**config.mk**
```make
export PLATFORM = sky130hd
export DESIGN_NAME = fir_sample_burst_buffer
export DESIGN_NICKNAME = d
export VERILOG_FILES = /design/src/rtl/fir_buf_pkg.sv /design/src/rtl/fir_buf_ram.sv /design/src/rtl/fir_sample_burst_buffer.sv
export SDC_FILE = /design/constraint.sdc
export NUM_CORES = 2
export LEC_CHECK = 0
export ABC_AREA = 1
export CORE_MARGIN = 1.5
export CORE_UTILIZATION = 50
export CTS_CLUSTER_DIAMETER = 200
export DETAILED_ROUTE_END_ITERATION = 8
export PLACE_DENSITY_LB_ADDON = 0.05
export REMOVE_ABC_BUFFERS = 1
export SYNTH_ARGS = -nofsm -noshare
export SYNTH_HDL_FRONTEND = slang
export SYNTH_HIERARCHICAL = 1
export SYNTH_SLANG_ARGS = --single-unit
```
**constraint.sdc**
```tcl
create_clock -name clk1 -period 2.6 [get_ports clk1]
set_input_delay 0.78 -clock clk1 [delete_from_list [all_inputs] [get_ports clk1]]
set_output_delay 0.78 -clock clk1 [all_outputs]
set_load 0.02 [all_outputs]
```
**src/rtl/fir_buf_pkg.sv**
```systemverilog
// fir_buf_pkg: shared widths and FSM state types for the FIR sample burst buffer
package fir_buf_pkg;
  localparam int DATA_W = 16;
  localparam int FRAME_LEN = 64;
  localparam int IDX_W = $clog2(FRAME_LEN);
  typedef enum logic {W_FILL, W_FULL} wr_state_t;
  typedef enum logic {R_IDLE, R_DRAIN} rd_state_t;
endpackage

```
**src/rtl/fir_buf_ram.sv**
```systemverilog
// fir_buf_ram: simple dual-port {bank,idx} sample store, write port we_i/waddr_i/wdata_i, registered read port re_i/raddr_i/rdata_o
module fir_buf_ram #(
  parameter int DATA_W = 16,
  parameter int AW = 7
) (
  input  logic              clk_i,
  input  logic              we_i,
  input  logic [AW-1:0]     waddr_i,
  input  logic [DATA_W-1:0] wdata_i,
  input  logic              re_i,
  input  logic [AW-1:0]     raddr_i,
  output logic [DATA_W-1:0] rdata_o
);
  logic [DATA_W-1:0] mem_q [2**AW];
  always_ff @(posedge clk_i) begin
    if (we_i) mem_q[waddr_i] <= wdata_i;
    if (re_i) rdata_o <= mem_q[raddr_i];
  end
endmodule

```
**src/rtl/fir_sample_burst_buffer.sv**
```systemverilog
// fir_sample_burst_buffer: ping-pong frame buffer, writer in (data_in/in_write_ctrlX/able2write_out), MAC out (rd_en/rd_data/rd_valid/rd_last), status frame_ready/overflow; FIR_BUF_REVERSE_EN drains newest-first
module fir_sample_burst_buffer #(
  parameter int DATA_W = 16,
  parameter int FRAME_LEN = 64,
  parameter int IDX_W = $clog2(FRAME_LEN)
) (
  input  logic              clk1,
  input  logic              rstn,
  input  logic [DATA_W-1:0] data_in,
  input  logic              in_write_ctrlX,
  output logic              able2write_out,
  input  logic              rd_en,
  output logic [DATA_W-1:0] rd_data,
  output logic              rd_valid,
  output logic              rd_last,
  output logic              frame_ready,
  output logic              overflow
);
  import fir_buf_pkg::*;
`ifdef FIR_BUF_REVERSE_EN
  localparam logic [IDX_W-1:0] RD_FIRST = IDX_W'(FRAME_LEN - 1);
  localparam logic [IDX_W-1:0] RD_END = '0;
  localparam logic [IDX_W-1:0] RD_STEP = '1;
`else
  localparam logic [IDX_W-1:0] RD_FIRST = '0;
  localparam logic [IDX_W-1:0] RD_END = IDX_W'(FRAME_LEN - 1);
  localparam logic [IDX_W-1:0] RD_STEP = IDX_W'(1);
`endif
  wr_state_t wr_state_q, wr_state_d;
  rd_state_t rd_state_q, rd_state_d;
  logic [1:0] full_q, full_d;
  logic wr_bank_q, wr_bank_d, rd_bank_q, rd_bank_d;
  logic [IDX_W-1:0] wr_idx_q, wr_idx_d, rd_idx_q, rd_idx_d;
  logic able_q, ready_q, ovf_q, valid_q, last_q, seen_q;
  logic wr_acc, rd_acc, wr_end, rd_end;
  logic [DATA_W-1:0] ram_q;
  always_comb begin
    wr_acc = in_write_ctrlX && wr_state_q == W_FILL;
    rd_acc = rd_en && full_q[rd_bank_q];
    wr_end = wr_acc && wr_idx_q == IDX_W'(FRAME_LEN - 1);
    rd_end = rd_acc && rd_idx_q == RD_END;
    full_d = (full_q | (2'(wr_end) << wr_bank_q)) & ~(2'(rd_end) << rd_bank_q);
    wr_idx_d = wr_acc ? wr_idx_q + IDX_W'(1) : wr_idx_q;
    rd_idx_d = rd_acc ? rd_idx_q + RD_STEP : rd_idx_q;
    wr_bank_d = wr_bank_q ^ wr_end;
    rd_bank_d = rd_bank_q ^ rd_end;
    wr_state_d = full_d[wr_bank_d] ? W_FULL : W_FILL;
    rd_state_d = rd_end ? R_IDLE : rd_acc ? R_DRAIN : rd_state_q;
  end
  always_ff @(posedge clk1 or negedge rstn) begin
    if (!rstn) begin
      wr_state_q <= W_FILL;
      rd_state_q <= R_IDLE;
      full_q <= '0;
      wr_bank_q <= 1'b0;
      rd_bank_q <= 1'b0;
      wr_idx_q <= '0;
      rd_idx_q <= RD_FIRST;
      able_q <= 1'b1;
      ready_q <= 1'b0;
      ovf_q <= 1'b0;
      valid_q <= 1'b0;
      last_q <= 1'b0;
      seen_q <= 1'b0;
    end else begin
      wr_state_q <= wr_state_d;
      rd_state_q <= rd_state_d;
      full_q <= full_d;
      wr_bank_q <= wr_bank_d;
      rd_bank_q <= rd_bank_d;
      wr_idx_q <= wr_idx_d;
      rd_idx_q <= rd_idx_d;
      able_q <= !full_d[wr_bank_d];
      ready_q <= |full_d;
      ovf_q <= ovf_q | (in_write_ctrlX && wr_state_q == W_FULL);
      valid_q <= rd_acc;
      last_q <= rd_end;
      seen_q <= seen_q | rd_acc;
    end
  end
  fir_buf_ram #(.DATA_W(DATA_W), .AW(IDX_W + 1)) u_ram (
    .clk_i(clk1),
    .we_i(wr_acc),
    .waddr_i({wr_bank_q, wr_idx_q}),
    .wdata_i(data_in),
    .re_i(rd_acc),
    .raddr_i({rd_bank_q, rd_idx_q}),
    .rdata_o(ram_q)
  );
  assign rd_data = seen_q ? ram_q : '0;
  assign rd_valid = valid_q;
  assign rd_last = last_q;
  assign able2write_out = able_q;
  assign frame_ready = ready_q;
  assign overflow = ovf_q;
endmodule

```
==> metrics <==
status=completed; internal power=56800 uW; total die area=0.171 mm^2; average size of a mapped cell=12.1 um^2; Post-synth top flop=edfxtp_1; # IOs=41; Worst-Margin Slew=731 ps; first-pass GRT wire length=353000 um; Comb pwr share=11.6%; Routed WL=245000 um; CP required=1820 ps; worst IR drop on VDD=817 uV; period utilization=99.8%; utilization after layout=58.5%; std cell rows=150; average wire per standard cell=25.6 um; post-synthesis compound-gate area fraction=0.0446%; Switching Fraction=25.2%; post-synth cell types=27; Final nets=7216; final hold vios=0; power per cell area=776 mW/mm^2; Post-Syn Instances=6934; port bufs=40; Hold WC Path Type=primary input to flip-flop; Netlist Area Pre-Place=0.0842 mm^2; Crit-path slowest cell=dfrtp_2; ys async rst share=1.10%; Vias=55000; skew final=27.4 ps; GP Congestion=0.917; CP Launch Type=flip-flop; Post-synth EDFFs=2064; DRT Pass-1 Iters=6; largest family of logic cells by synthesized area=simple AND/OR/NAND/NOR gates; Sink Count=2087; largest net degree at the start of global routing=91; Net Switching=19100 uW; Syn-to-layout area delta=16.3%; final slew viol count=0; Synth Area in XOR/XNOR=0.0833%; Post-Synth Adder-Cell Area=0.0892%; critical path fanouts, max=4; Worst-path clk slew=60 ps; total of max-cap violations=0; RSZ-0062 raised after global routing=yes; CP Cell Sequence=buf_4 > nand2_1 > inv_2 > buf_6; crit path DAT=1810 ps; Fillers=13500; CTS tree=done; worst rel slew slack=50.9%; Critical Setup Path Class=flip-flop to output pin; mux cell area share after synthesis=0%; Longest Clk Path Bufs=3; die span in x=413 um; number of DRC markers in iteration 0=6223; max frequency=0.385 GHz; drt drc=0; CP Capture Type=output pin; Final TNS setup=0 ps; hold_ws=285 ps; leakage power=0.0346 uW; number of global-route vias before repair=52200; ANT nets after route=0; simple-gate share of the synthesized area=22.3%; Post-DP HPWL=154000 um; CTS Buf Count=211; Initial Util=50.3%; Reg power frac=49.9%; Clock Latency Late Sink=850 ps; number of setup violations in the final report=0; #FFs+latches synth=2087; CTS Root Cell=clkbuf_16; initial antenna violation count=3; post-synthesis sequential area ratio=74.3%; CP peak stage delay=440 ps; core area=0.167 mm^2; GRT Resource Usage Total=28.7%; most frequent cells in the layout=2120 x nand2_1, 2064 x edfxtp_1, 2007 x nand3_1; Final Power=75900 uW; Tmin final=2590 ps; most common cell after layout, fill and taps aside=nand2_1; Via density=5.75; Congestion Overflow GR=0; chip height=413 um; clock share of power=38.5%; synthesis warning total=6; H-tree Lvls=4; layout cells sized above 1=11.9%
## cells by family (layout without fill, tap and decap cells)
family	count (synthesis)	after routing
XOR/XNOR	8	8
buffers and inverters	515	952
flip-flops	2087	2087
AND/OR/NAND/NOR	4312	4312
other	0	1
AO/OA/AOI/OAI	6	6
adder cells (fa/ha/maj)	6	6
## area by class of cell
cell class	instances	area (um^2)	area share, %
Clock inverter	119	930	0.950
Multi-Input combinational cell	4332	19200	19.6
Tap cell	2204	2760	2.82
Sequential cell	2087	62600	63.9
Timing Repair Buffer	502	6460	6.61
Inverter	56	282	0.288
Clock buffer	275	5710	5.83
Antenna cell	1	2.50	0.00256
## through the flow
step / cells / setup slack, ps / instance area, um^2
5_1_grt: 9575 / -23.5 / 97900
3_5_place_dp: 9177 / -324 / 90900
4_1_cts: 9572 / -104 / 97600
2_1_floorplan: 6475 / -40210 / 81700
3_3_place_gp: 9177 / -314 / 90900
6_report: 9576 / 5.28 / 97900
## metal layers
| metal | vias up | GRT usage [%] | share of wire [%] |
|---|---|---|---|
| li1 | 25300 | - | - |
| met3 | 393 | 5.61 | 8.7 |
| met4 | 2 | 9.13 | 3.0 |
| met2 | 2267 | 44.4 | 46 |
| met5 | - | 0 | 0.0029 |
| met1 | 27100 | 41.0 | 42 |
## synth_stat cells (2+ instances only)
master	n	share of area, %
buf_1	41	0.18
buf_2	252	1.5
buf_4	61	0.54
buf_6	22	0.29
clkbuf_1	82	0.37
dfrtp_1	22	0.65
edfxtp_1	2064	74
ha_1	6	0.089
inv_1	45	0.20
inv_2	9	0.040
inv_4	2	0.015
nand2_1	2133	9.5
nand3_1	2024	12
nor2_1	140	0.62
nor2_2	2	0.015
nor3_1	9	0.054
o21ai_1	2	0.012
o21bai_1	3	0.027
xnor2_1	4	0.042
xor2_1	4	0.042
## final timing paths
kind / from / endpoint / slack (ps) / cells past startpoint
max: seen_q / rd_data[5] / 5 / 4
max reg2reg: rd_idx_q[0] / u_ram/rdata_o[8] / 5 / 10
min reg2reg: wr_state_q / overflow / 550 / 2
min in group asynchronous: rstn / rd_last / 310 / 2
max in group asynchronous: rstn / able2write_out / 1980 / 2
min: data_in[0] / u_ram/mem_q[125][0] / 290 / 1
## state kept, by name, indices dropped and copies added, names as in the netlist
register / flops
rd_bank_q: 1
u_ram/rdata_o: 16
wr_idx_q: 6
rd_idx_q: 6
rd_last: 1
able2write_out: 1
full_q: 2
seen_q: 1
wr_bank_q: 1
wr_state_q: 1
u_ram/mem_q: 2048
frame_ready: 1
overflow: 1
rd_valid: 1
## repair_timing
action                     4_1_cts  5_1_grt
hold buffers                     0        0
gates resized for setup        100       45
setup endpoints to repair       21       22
gates cloned                     0        2
setup buffers                    1        1
## power groups by stage
stage          sequential, uW  combinational (uW)  clock, uW
3_3_place_gp            38500                8620          0
4_1_cts                 37800                8700      29700
5_1_grt                 37900                9500      31000
3_5_place_dp            38500                8650          0
6_report                37900                8830      29200
2_1_floorplan           38800                3600          0
## worst max-delay path, delay by kind of cell (launching register included)
kind / cells / cell delay [ps]
flip-flops: 1 / 440
AND/OR/NAND/NOR: 1 / 80
buffers and inverters: 3 / 440
(Power assumes the default switching activity.)
